===== config.mk =====
export PLATFORM = sky130hd
export DESIGN_NAME = activity_impulse_gen
export DESIGN_NICKNAME = d
export VERILOG_FILES = /design/src/rtl/activity_pkg.sv /design/src/rtl/activity_channel.sv /design/src/rtl/activity_impulse_gen.sv
export SDC_FILE = /design/constraint.sdc
export NUM_CORES = 1
export LEC_CHECK = 0
export CAP_MARGIN = 20
export CORE_ASPECT_RATIO = 1.75
export CORE_MARGIN = 5
export CORE_UTILIZATION = 50
export CTS_BUF_LIST = sky130_fd_sc_hd__clkbuf_4 sky130_fd_sc_hd__clkbuf_8
export DETAILED_ROUTE_END_ITERATION = 8
export PLACE_DENSITY = 0.82
export SKIP_CTS_REPAIR_TIMING = 1
export SLEW_MARGIN = 0
export SYNTH_ARGS = -nofsm -noshare
export SYNTH_HDL_FRONTEND = slang
export SYNTH_HIERARCHICAL = 1
export SYNTH_SLANG_ARGS = --single-unit

===== constraint.sdc =====
create_clock -name clk_i -period 2.4 [get_ports clk_i]
set_input_delay 0.48 -clock clk_i [delete_from_list [all_inputs] [get_ports clk_i]]
set_output_delay 0.48 -clock clk_i [all_outputs]
set_load 0.05 [all_outputs]

===== src/rtl/activity_pkg.sv =====
`default_nettype none
// ============================================================================
// Module      : activity_pkg
// Description : Shared types and default parameter values for the activity
//               impulse generator (per-channel FSM state encoding).
// Ports       : none (package)
// Revision    : 1.0 - initial release
// ============================================================================
package activity_pkg;

    localparam int unsigned DEFAULT_NUM_CHANNELS   = 4;
    localparam int unsigned DEFAULT_FILTER_CYCLES  = 4;
    localparam int unsigned DEFAULT_HOLDOFF_CYCLES = 1 << 20;

    typedef enum logic [1:0] {
        ST_IDLE    = 2'd0,
        ST_FIRE    = 2'd1,
        ST_HOLDOFF = 2'd2
    } act_state_e;

endpackage
`default_nettype wire


===== src/rtl/activity_channel.sv =====
`default_nettype none
// ============================================================================
// Module      : activity_channel
// Description : One activity channel: input register, level filter, impulse
//               FSM (IDLE/FIRE/HOLDOFF) and holdoff counter.
// Ports       : clk_i     - clock (rising edge)
//               rst_i     - synchronous active-high reset
//               event_i   - raw activity level, synchronous to clk_i
//               force_i   - one-cycle software trigger, bypasses the filter
//               enable_i  - low suppresses new impulses and drops pending
//               impulse_o - registered one-cycle impulse
//               busy_o    - high while the FSM is not IDLE
// Revision    : 1.0 - initial release
// ============================================================================
module activity_channel
    import activity_pkg::*;
#(
    parameter int unsigned FilterCycles  = DEFAULT_FILTER_CYCLES,
    parameter int unsigned HoldoffCycles = DEFAULT_HOLDOFF_CYCLES
) (
    input  logic clk_i,
    input  logic rst_i,
    input  logic event_i,
    input  logic force_i,
    input  logic enable_i,
    output logic impulse_o,
    output logic busy_o
);

    localparam int unsigned c_filt_w = (FilterCycles  > 1) ? $clog2(FilterCycles)  : 1;
    localparam int unsigned c_hold_w = (HoldoffCycles > 1) ? $clog2(HoldoffCycles) : 1;
    localparam logic [c_filt_w-1:0] c_filt_last = c_filt_w'(FilterCycles - 1);
    localparam logic [c_hold_w-1:0] c_hold_last = c_hold_w'(HoldoffCycles - 1);

    logic                raw_q;
    logic                filt_q,  filt_d;
    logic [c_filt_w-1:0] fcnt_q,  fcnt_d;
    logic [c_hold_w-1:0] hcnt_q;
    logic                pending_q;
    logic                impulse_q;
    logic                busy_q;
    act_state_e          state_q;
    logic                w_event;

    // Level filter: a difference must persist for FilterCycles consecutive
    // cycles before it is accepted; the acceptance edge is an activity event.
    always_comb begin
        filt_d  = filt_q;
        fcnt_d  = '0;
        w_event = force_i;
        if (raw_q != filt_q) begin
            if (fcnt_q == c_filt_last) begin
                filt_d  = raw_q;
                w_event = 1'b1;
            end else begin
                fcnt_d = fcnt_q + 1'b1;
            end
        end
    end

    always_ff @(posedge clk_i) begin
        if (rst_i) begin
            raw_q  <= 1'b0;
            filt_q <= 1'b0;
            fcnt_q <= '0;
        end else begin
            raw_q  <= event_i;
            filt_q <= filt_d;
            fcnt_q <= fcnt_d;
        end
    end

    // Impulse FSM. impulse_q mirrors "state is FIRE" and busy_q mirrors
    // "state is not IDLE", both registered alongside the state itself.
    always_ff @(posedge clk_i) begin
        if (rst_i) begin
            state_q   <= ST_IDLE;
            hcnt_q    <= '0;
            pending_q <= 1'b0;
            impulse_q <= 1'b0;
            busy_q    <= 1'b0;
        end else begin
            impulse_q <= 1'b0;
            case (state_q)
                ST_IDLE: begin
                    pending_q <= 1'b0;
                    if (w_event && enable_i) begin
                        state_q   <= ST_FIRE;
                        impulse_q <= 1'b1;
                        busy_q    <= 1'b1;
                    end
                end
                ST_FIRE: begin
                    state_q   <= ST_HOLDOFF;
                    hcnt_q    <= c_hold_last;
                    pending_q <= w_event && enable_i;
                end
                ST_HOLDOFF: begin
                    if (hcnt_q == '0) begin
                        // An event arriving on this very edge still counts.
                        pending_q <= 1'b0;
                        if ((pending_q || w_event) && enable_i) begin
                            state_q   <= ST_FIRE;
                            impulse_q <= 1'b1;
                        end else begin
                            state_q <= ST_IDLE;
                            busy_q  <= 1'b0;
                        end
                    end else begin
                        hcnt_q    <= hcnt_q - 1'b1;
                        pending_q <= (pending_q || w_event) && enable_i;
                    end
                end
                default: begin
                    state_q   <= ST_IDLE;
                    pending_q <= 1'b0;
                    busy_q    <= 1'b0;
                end
            endcase
        end
    end

    assign impulse_o = impulse_q;
    assign busy_o    = busy_q;

endmodule
`default_nettype wire


===== src/rtl/activity_impulse_gen.sv =====
`default_nettype none
// ============================================================================
// Module      : activity_impulse_gen
// Description : Turns filtered activity on NumChannels independent lines (or
//               software strobes) into rate-limited one-cycle impulses.
// Ports       : clk_i     - clock (rising edge)
//               rst_i     - synchronous active-high reset
//               event_i   - raw activity levels, one bit per channel
//               force_i   - one-cycle software triggers per channel
//               enable_i  - per-channel enable
//               impulse_o - registered one-cycle impulses per channel
//               busy_o    - per-channel FSM not IDLE
// Revision    : 1.0 - initial release
// ============================================================================
module activity_impulse_gen
    import activity_pkg::*;
#(
    parameter int unsigned NumChannels   = DEFAULT_NUM_CHANNELS,
    parameter int unsigned FilterCycles  = DEFAULT_FILTER_CYCLES,
    parameter int unsigned HoldoffCycles = DEFAULT_HOLDOFF_CYCLES
) (
    input  logic                   clk_i,
    input  logic                   rst_i,
    input  logic [NumChannels-1:0] event_i,
    input  logic [NumChannels-1:0] force_i,
    input  logic [NumChannels-1:0] enable_i,
    output logic [NumChannels-1:0] impulse_o,
    output logic [NumChannels-1:0] busy_o
);

    for (genvar g = 0; g < NumChannels; g++) begin : g_ch
        activity_channel #(
            .FilterCycles  (FilterCycles),
            .HoldoffCycles (HoldoffCycles)
        ) u_channel (
            .clk_i     (clk_i),
            .rst_i     (rst_i),
            .event_i   (event_i[g]),
            .force_i   (force_i[g]),
            .enable_i  (enable_i[g]),
            .impulse_o (impulse_o[g]),
            .busy_o    (busy_o[g])
        );
    end

endmodule
`default_nettype wire


# Yosys cells after proc, flatten, opt, wreduce, memory -nomap -nowiden
# Cells that the tools add are included.
# op_classes
n_eq_ne,32
n_mux,72
reduce_logical,44
bitwise_logic,8
n_addsub,8
# op_table
cell,count
$pmux W20 S2,4
$logic_not A20 Y1,4
$mux W20,4
$sub A20 B1 Y20 const B,4
$mux W1,40
$pmux W2 S3,4
$reduce_and A2 Y1,12
$eq A2 B2 Y1 const B,8
$mux W2,8
$ne A2 B1 Y1 const B,8
$ne A2 B2 Y1 const B,8
$pmux W1 S2,8
$reduce_and A4 Y1,4
$pmux W1 S3,4
$reduce_or A3 Y1,4
$add A2 B1 Y2 const B,4
$eq A2 B1 Y1 const B,4
$logic_and A1 B1 Y1,8
$logic_not A2 Y1,4
$not A1 Y1,8
$reduce_bool A2 Y1,4
$logic_or A1 B1 Y1,4
$ne A1 B1 Y1,4
# word_totals
wordCells,196
ff_bits,116
out_inout_bits,8
inputBits,14

# Depth between registers and ports, before layout
# Gate-level depths: netlist of the first run.
# logic_depth
depth_word,8
depth_mapped,9
mapped_depth_nobuf,7

# Modules after synthesis
# Netlist of the first run, hierarchy kept.
# by_module_without_submodules
mod,area_each_um2,seq_area_each_um2,n_inst,cells_each
activity_channel (g_ch[1].u_channel ...),1545.2,580.6,2,173
activity_channel (g_ch[3].u_channel),1597.8,580.6,1,189
activity_channel (g_ch[0].u_channel),1559.0,580.6,1,170

# Least setup slack after synthesis of the first run
# OpenSTA, ideal clock, no wires.
# synth_path
path_type,register to register
from,reg g_ch[3].u_channel.hcnt_q[0]
to,reg g_ch[3].u_channel.hcnt_q[19]
setup_slack_ns,0.157
stages_incl_launch_ff,10
t_arrival_ns,2.112
path_buffers,2
t_required_ns,2.268
setup_time_ns,0.132
synth_period_minus_slack_ns,2.243
cell_sequence,dfxtp_1 > inv_1 > ha_1 > or4b_1 > or3_1 > buf_6 > o21a_1 > buf_6 > a311oi_1 > nor3_1
# synth_between
elab_chain_cells,3
word_cells_on_any_way,6
classes_between,add/sub: 1; eq/ne: 1; mux: 2; reduce/logical: 2
# synth_rtl
element,line_no,source
start: declaration,activity_channel.sv:38,logic [c_hold_w-1:0] hcnt_q;
start signal: assignment,activity_channel.sv:95,hcnt_q <= c_hold_last;
start signal: assignment,activity_channel.sv:110,hcnt_q <= hcnt_q - 1'b1;
$sub A20 B1 Y20 / $logic_not A20 Y1 (equally long branches),"activity_channel.sv:110, activity_channel.sv:99",
$mux W20 / $ne A2 B2 Y1 (equally long branches),--,
$pmux W20 S2 / $reduce_and A2 Y1 (equally long branches),--,
# Several ways; a longest one is shown, not always the timed one. The select of a mux whose other input is x is not followed.
# A chain may end at the register's enable or synchronous reset.

# Worst setup path in the final report of the first run
# layout_path
from,reg g_ch[2].u_channel.hcnt_q[10]
to,reg g_ch[2].u_channel.hcnt_q[17]
# layout_between
elab_chain_cells,3
word_cells_on_any_way,6
classes_between,add/sub: 1; eq/ne: 1; mux: 2; reduce/logical: 2
# layout_rtl
element,line_no
start: declaration,activity_channel.sv:38
start signal: assignment,activity_channel.sv:95
start signal: assignment,activity_channel.sv:110
$sub A20 B1 Y20 / $logic_not A20 Y1 (equally long branches),"activity_channel.sv:110, activity_channel.sv:99"
$mux W20 / $ne A2 B2 Y1 (equally long branches),--
$pmux W20 S2 / $reduce_and A2 Y1 (equally long branches),--
# Several ways; a longest one is shown, not always the timed one. The select of a mux whose other input is x is not followed.

==> flow_summary.json, run 1 <==
{
  "ys_seq_elements": 116,
  "slowest_delay_ns": 0.59,
  "io_buffers": 21,
  "status": "finished, final reports clean",
  "num_vias": 5487,
  "drt_wl_total_mm": 14.3,
  "synth_top_area_frac": 0.372,
  "max_freq_ghz": 0.440,
  "clock-sinks": 116,
  "place_hpwl_mm": 10.1,
  "drive_gt1_frac": 0.111,
  "crit_type": "reg -> reg",
  "irDropWorstVdd_mv": 0.580,
  "synth_top_flop_cell": "dfxtp_1",
  "die_height_um": 158,
  "crit_fanout": 8,
  "die_w_um": 94.5,
  "period_needed_ns": 2.27,
  "dpl.cell_count": 886,
  "wire_per_inst_um": 15.6,
  "worst_slack_ns": 0.128,
  "coreArea_um2": 12400,
  "hold_viol_final": 0,
  "critPathCaptureType": "flip-flop",
  "arrival_ns": 2.58,
  "cellPowerDensity_nw_per_um2": 982,
  "path_clk_slew_ns": 0.06,
  "dr.first_iter.drc_count": 281,
  "gp_congestion": 0.895,
  "antenna_found_initial": 0,
  "slew_headroom": 0.563,
  "path_cells": "or4_4 > or3_1 > a211o_1 > o311a_1",
  "placement_rows": 54,
  "die_area_um2": 14900,
  "synth-edff-count": 0,
  "ys_warn_count": 6,
  "period_share": 0.947,
  "nets": 779,
  "initial_core_util": 0.505,
  "grt_overflow": 0,
  "syn2layout_area_growth_pct": 15.0,
  "final_max_slew_viol_count": 0,
  "htreeDepth": 4,
  "syn_nets": 747,
  "synthCells": 705,
  "yosysSeqAreaShare": 0.372,
  "rsz0062_at_grt": "false",
  "cp_slowest_cell": "or4_4",
  "ys_async_sr_fraction": 0,
  "stdcell_count": 917,
  "diodes": 0,
  "critPathBufInv": 0,
  "synthesis.area_um2": 6250,
  "ios": 22,
  "cp_data_required_time_ns": 2.71,
  "yosysUniqueCellTypes": 60,
  "drv_cap": 0,
  "p_total_uw": 7060,
  "worstSetupStartpointType": "flip-flop",
  "vias_per_cell": 5.98,
  "hp-class": "reg -> reg",
  "clk_path_buf_depth": 2,
  "grt_max_degree": 50,
  "drtPass1Iterations": 7,
  "yosys-top-cells-area": "dfxtp_1, a21oi_1, ha_1",
  "ant_nets": 0,
  "clock_latency_ns": 0.43,
  "power.leakage_uw": 0.00252,
  "synth_top_area_cell": "dfxtp_1",
  "worstMarginPinSlew_ns": 0.650,
  "grt_pass1_vias": 5347,
  "post-place-ws_ns": 0.0905,
  "cts_root_buf": "clkbuf_8",
  "tritoncts": "yes",
  "drc": 0,
  "crit_family": "simple AND/OR/NAND/NOR gates",
  "grt_usage": 0.196,
  "fin_skew_ns": 0.0113,
  "finalSetupTns_ns": 0,
  "setup_viol": 0,
  "syn_area_per_cell_um2": 8.86,
  "numCtsBuffers": 17,
  "grt_pass1_wl_mm": 23.8
}
-- Yosys cell counts, types with 3 or more instances --
library cell,count
a2111oi_0,5
a2111oi_4,5
a211o_1,3
a211oi_1,30
a21oi_1,80
a311oi_1,4
a31oi_1,5
a41oi_1,3
and2_1,3
and3_1,4
buf_1,3
buf_2,3
buf_6,4
clkbuf_1,26
dfxtp_1,116
ha_1,28
inv_1,36
mux2i_1,7
nand2_1,29
nand2b_1,7
nand3_1,20
nand4_1,5
nor2_1,32
nor2b_1,8
nor3_1,40
nor3_2,3
nor3b_1,3
nor4_1,18
nor4_2,3
nor4b_1,8
o2111ai_1,6
o211a_1,4
o211ai_1,11
o21a_1,4
o21ai_0,19
o21bai_1,6
o31ai_1,6
or3_1,19
or4_1,9
or4_4,3
xnor2_1,37
xor2_1,16
-- layout make-up --
type                       instances  area, um2
sequential                       116       2320
tap                              168        210
fill                            1044       5180
inverter                          36        135
clock inverter                     9        175
timing repair buffer              49        418
multi-input combinational        517       3630
clock buffer                      22        290
-- routing by layer --
layer  GRT usage  up-vias  wire [um]
met2       0.365      134       7760
met4      0.0991        0        437
met5           0        -          0
met3      0.0442       42        586
met1       0.201     2620       5510
li1            -     2691          -
-- worst paths after layout --
path | start | to | slack (ns) | cells after the start
max | g_ch[2].u_channel/hcnt_q[10]$_SDFFE_PP0P_ | g_ch[2].u_channel/hcnt_q[17]$_SDFFE_PP0P_ | 0.13 | 4
min | g_ch[3].u_channel/fcnt_q[0]$_SDFF_PP0_ | g_ch[3].u_channel/fcnt_q[0]$_SDFF_PP0_ | 0.43 | 1
max reg2reg | g_ch[2].u_channel/hcnt_q[10]$_SDFFE_PP0P_ | g_ch[2].u_channel/hcnt_q[17]$_SDFFE_PP0P_ | 0.13 | 4
min reg2reg | g_ch[3].u_channel/fcnt_q[0]$_SDFF_PP0_ | g_ch[3].u_channel/fcnt_q[0]$_SDFF_PP0_ | 0.43 | 1
-- worst reg2reg max path, delay by kind of cell (launching register included) --
| family | cells | cell delay [ns] |
|---|---|---|
| AOI/OAI and AO/OA | 2 | 0.68 |
| DFF | 1 | 0.36 |
| and+or+nand+nor | 2 | 1.13 |
-- metrics by stage --
step / utilization / hold slack [ns] / cell area (um2)
2_1_floorplan: - / 0.406 / 6250
3_5_place_dp: 0.542 / 0.421 / 6710
5_1_grt: 0.581 / 0.457 / 7190
3_3_place_gp: 0.542 / 0.413 / 6710
4_1_cts: 0.580 / 0.433 / 7170
6_report: 0.581 / 0.430 / 7190
-- registers in the layout, indices dropped and copies added (netlist names) --
register	flops
g_ch.u_channel/hcnt_q	80
g_ch.u_channel/fcnt_q	8
g_ch.u_channel/state_q	8
g_ch.u_channel/busy_o	4
g_ch.u_channel/filt_q	4
g_ch.u_channel/impulse_o	4
g_ch.u_channel/pending_q	4
g_ch.u_channel/raw_q	4
-- kinds of logic after synthesis --
family | count (synthesis) | share of synthesized area
AND/OR/NAND/NOR | 223 | 0.204
adder cells (fa/ha/maj) | 28 | 0.0561
flip-flops | 116 | 0.372
multiplexers | 7 | 0.0112
XOR/XNOR | 53 | 0.0743
AO/OA/AOI/OAI | 206 | 0.234
buffers and inverters | 72 | 0.0487
-- layout by cell type (no fill, tap or decap), drive strengths merged, types with 11 or more instances in the layout --
| cell type | instances |
|---|---|
| clkdlybuf4s50 | 20 |
| xor2 | 16 |
| inv | 36 |
| buf | 29 |
| o211ai | 11 |
| nand3 | 20 |
| a2111oi | 12 |
| xnor2 | 37 |
| or4 | 12 |
| nor2 | 32 |
| or3 | 19 |
| nor3 | 43 |
| dfxtp | 116 |
| nor4 | 22 |
| nand2 | 29 |
| clkbuf | 22 |
| ha | 28 |
| a21oi | 80 |
| o21ai | 21 |
| a211oi | 30 |
-- power by group --
group | leakage [uW] | switching [uW] | total, uW | internal (uW)
Clock | 0.000232 | 769 | 2100 | 1330
Combinational | 0.00133 | 1430 | 2360 | 939
Sequential | 0.000952 | 357 | 2590 | 2230
Total | 0.00252 | 2550 | 7060 | 4500
(Power assumes the default switching activity.)
==> run 2, diff against run 1 <==
--- a/config.mk
+++ b/config.mk
@@ -11,7 +11,9 @@
 export CORE_UTILIZATION = 50
 export CTS_BUF_LIST = sky130_fd_sc_hd__clkbuf_4 sky130_fd_sc_hd__clkbuf_8
 export DETAILED_ROUTE_END_ITERATION = 8
-export PLACE_DENSITY = 0.82
+export DONT_BUFFER_PORTS = 1
+export HOLD_SLACK_MARGIN = 0.15
+export PLACE_DENSITY = 0.8
 export SKIP_CTS_REPAIR_TIMING = 1
 export SLEW_MARGIN = 0
 export SYNTH_ARGS = -nofsm -noshare
==> run 2 against run 1 <==
Compared with the run above:
- combinational power is 2% lower
- final area decreased by 1.1%
- sequential cell count is the same
- worst hold slack got worse by 0.32 ns
- via count is 0.42% lower
- critical path depth is 4 higher
- register-to-register slack barely moved
- setup slack lost 0.0024 ns
- die area unchanged
- highest routed layer unchanged
==> flow_summary.json, run 2 (synthesis results as in run 1) <==
{
  "rrSetupSlack_ns": 0.13,
  "worst_hold_slack_ns": 0.110,
  "crit_type": "reg -> reg",
  "worstMarginPinSlew_ns": 0.665,
  "wire_per_inst_um": 15.7,
  "die_area_um2": 14900,
  "drc": 0,
  "largest_reg_flops": 80,
  "vias_per_cell": 5.99,
  "ant_nets": 0,
  "place_hpwl_mm": 10.0,
  "dr.first_iter.drc_count": 298,
  "clock-sinks": 116,
  "fillCellCount": 1056,
  "arrival_ns": 2.65,
  "die_height_um": 158,
  "die_w_um": 94.5,
  "coreArea_um2": 12400,
  "max_freq_ghz": 0.440,
  "final_common_cell": "dfxtp_1",
  "final_max_slew_viol_count": 0,
  "fin_util": 0.575,
  "post-place-ws_ns": 0.0368,
  "period_needed_ns": 2.27,
  "nets": 773,
  "initial_core_util": 0.505,
  "final_cell_mix": "dfxtp_1, a21oi_1, nor3_1",
  "num_vias": 5464,
  "ios": 22,
  "drv_cap": 0,
  "cp_data_required_time_ns": 2.77,
  "period_share": 0.948,
  "fin_skew_ns": 0.0106,
  "syn2layout_area_growth_pct": 13.8,
  "drive_gt1_frac": 0.112,
  "worstSetupStartpointType": "flip-flop",
  "critPathCaptureType": "flip-flop",
  "grt_usage": 0.198,
  "power.leakage_uw": 0.00251,
  "path_clk_slew_ns": 0.07,
  "top_register": "g_ch.u_channel/hcnt_q",
  "grt_pass1_vias": 5480,
  "numCtsBuffers": 17,
  "htreeDepth": 4,
  "irDropWorstVdd_mv": 0.602,
  "hp-class": "in -> reg",
  "p_total_uw": 6870,
  "finalSetupTns_ns": 0,
  "setup_viol": 0,
  "grt_overflow": 0,
  "drt_wl_total_mm": 14.4,
  "grt_max_degree": 121,
  "crit_fanout": 12,
  "slew_headroom": 0.553,
  "reg.largest.list": "g_ch.u_channel/hcnt_q (80), g_ch.u_channel/fcnt_q (8), g_ch.u_channel/state_q (8)",
  "cellPowerDensity_nw_per_um2": 967,
  "gp_congestion": 0.900,
  "status": "finished, final reports clean",
  "clock_latency_ns": 0.44,
  "worst_slack_ns": 0.125,
  "grt_pass1_wl_mm": 24.1,
  "placement_rows": 54,
  "hold_viol_final": 0,
  "cts_root_buf": "clkbuf_8",
  "io_buffers": 0,
  "antenna_found_initial": 0,
  "drtPass1Iterations": 4,
  "clk_path_buf_depth": 2,
  "tritoncts": "yes",
  "diodes": 0
}
[run 2: cell type report]
type	count	area [um2]	share of cell area
multi-input cells	517	3650	0.513
well taps	168	210	0.0296
clock inverters	13	173	0.0243
flip-flops and latches	116	2320	0.327
inverters	36	135	0.0190
clock buffers	19	255	0.0359
repair buffers	43	363	0.0511
[run 2: metrics by stage]
stage	cell area, um2	cells
after floorplan	6250	705
after global placement	6480	862
after detailed placement	6480	862
after CTS	6900	894
after global routing	7110	912
final	7110	912
[run 2: final timing paths]
check,from,end,cells after the start
worst min-delay path,rst_i,g_ch[2].u_channel/state_q[0]$_SDFFE_PP0P_,1
worst min register to register,g_ch[1].u_channel/pending_q$_SDFF_PP0_,g_ch[1].u_channel/pending_q$_SDFF_PP0_,2
worst max register to register,g_ch[2].u_channel/hcnt_q[0]$_SDFFE_PP0P_,g_ch[2].u_channel/state_q[0]$_SDFFE_PP0P_,8
worst max-delay path,g_ch[2].u_channel/hcnt_q[0]$_SDFFE_PP0P_,g_ch[2].u_channel/state_q[0]$_SDFFE_PP0P_,8
[run 2: routing by layer]
| layer | global-route usage | share of wire | vias up | wire length, um |
|---|---|---|---|---|
| met1 | 0.199 | 0.38 | 2624 | 5490 |
| met4 | 0.0957 | 0.027 | 0 | 389 |
| met3 | 0.0433 | 0.034 | 37 | 487 |
| met2 | 0.375 | 0.56 | 117 | 8000 |
| met5 | 0 | 0 | - | 0 |
| li1 | - | - | 2686 | - |
[run 2: power by group]
part           internal, uW  switching, uW
sequential             2230            389
combinational           935           1380
clock                  1080            854
[run 2: worst max-delay path, stage by stage, from the launching register on]
cell and delay (ns):
dfxtp_1 0.35, inv_1 0.09, ha_1 0.17, nor4b_1 0.40, and3_1 0.38, a21oi_1 0.11
buf_4 0.19, or3_1 0.38, a21oi_1 0.13
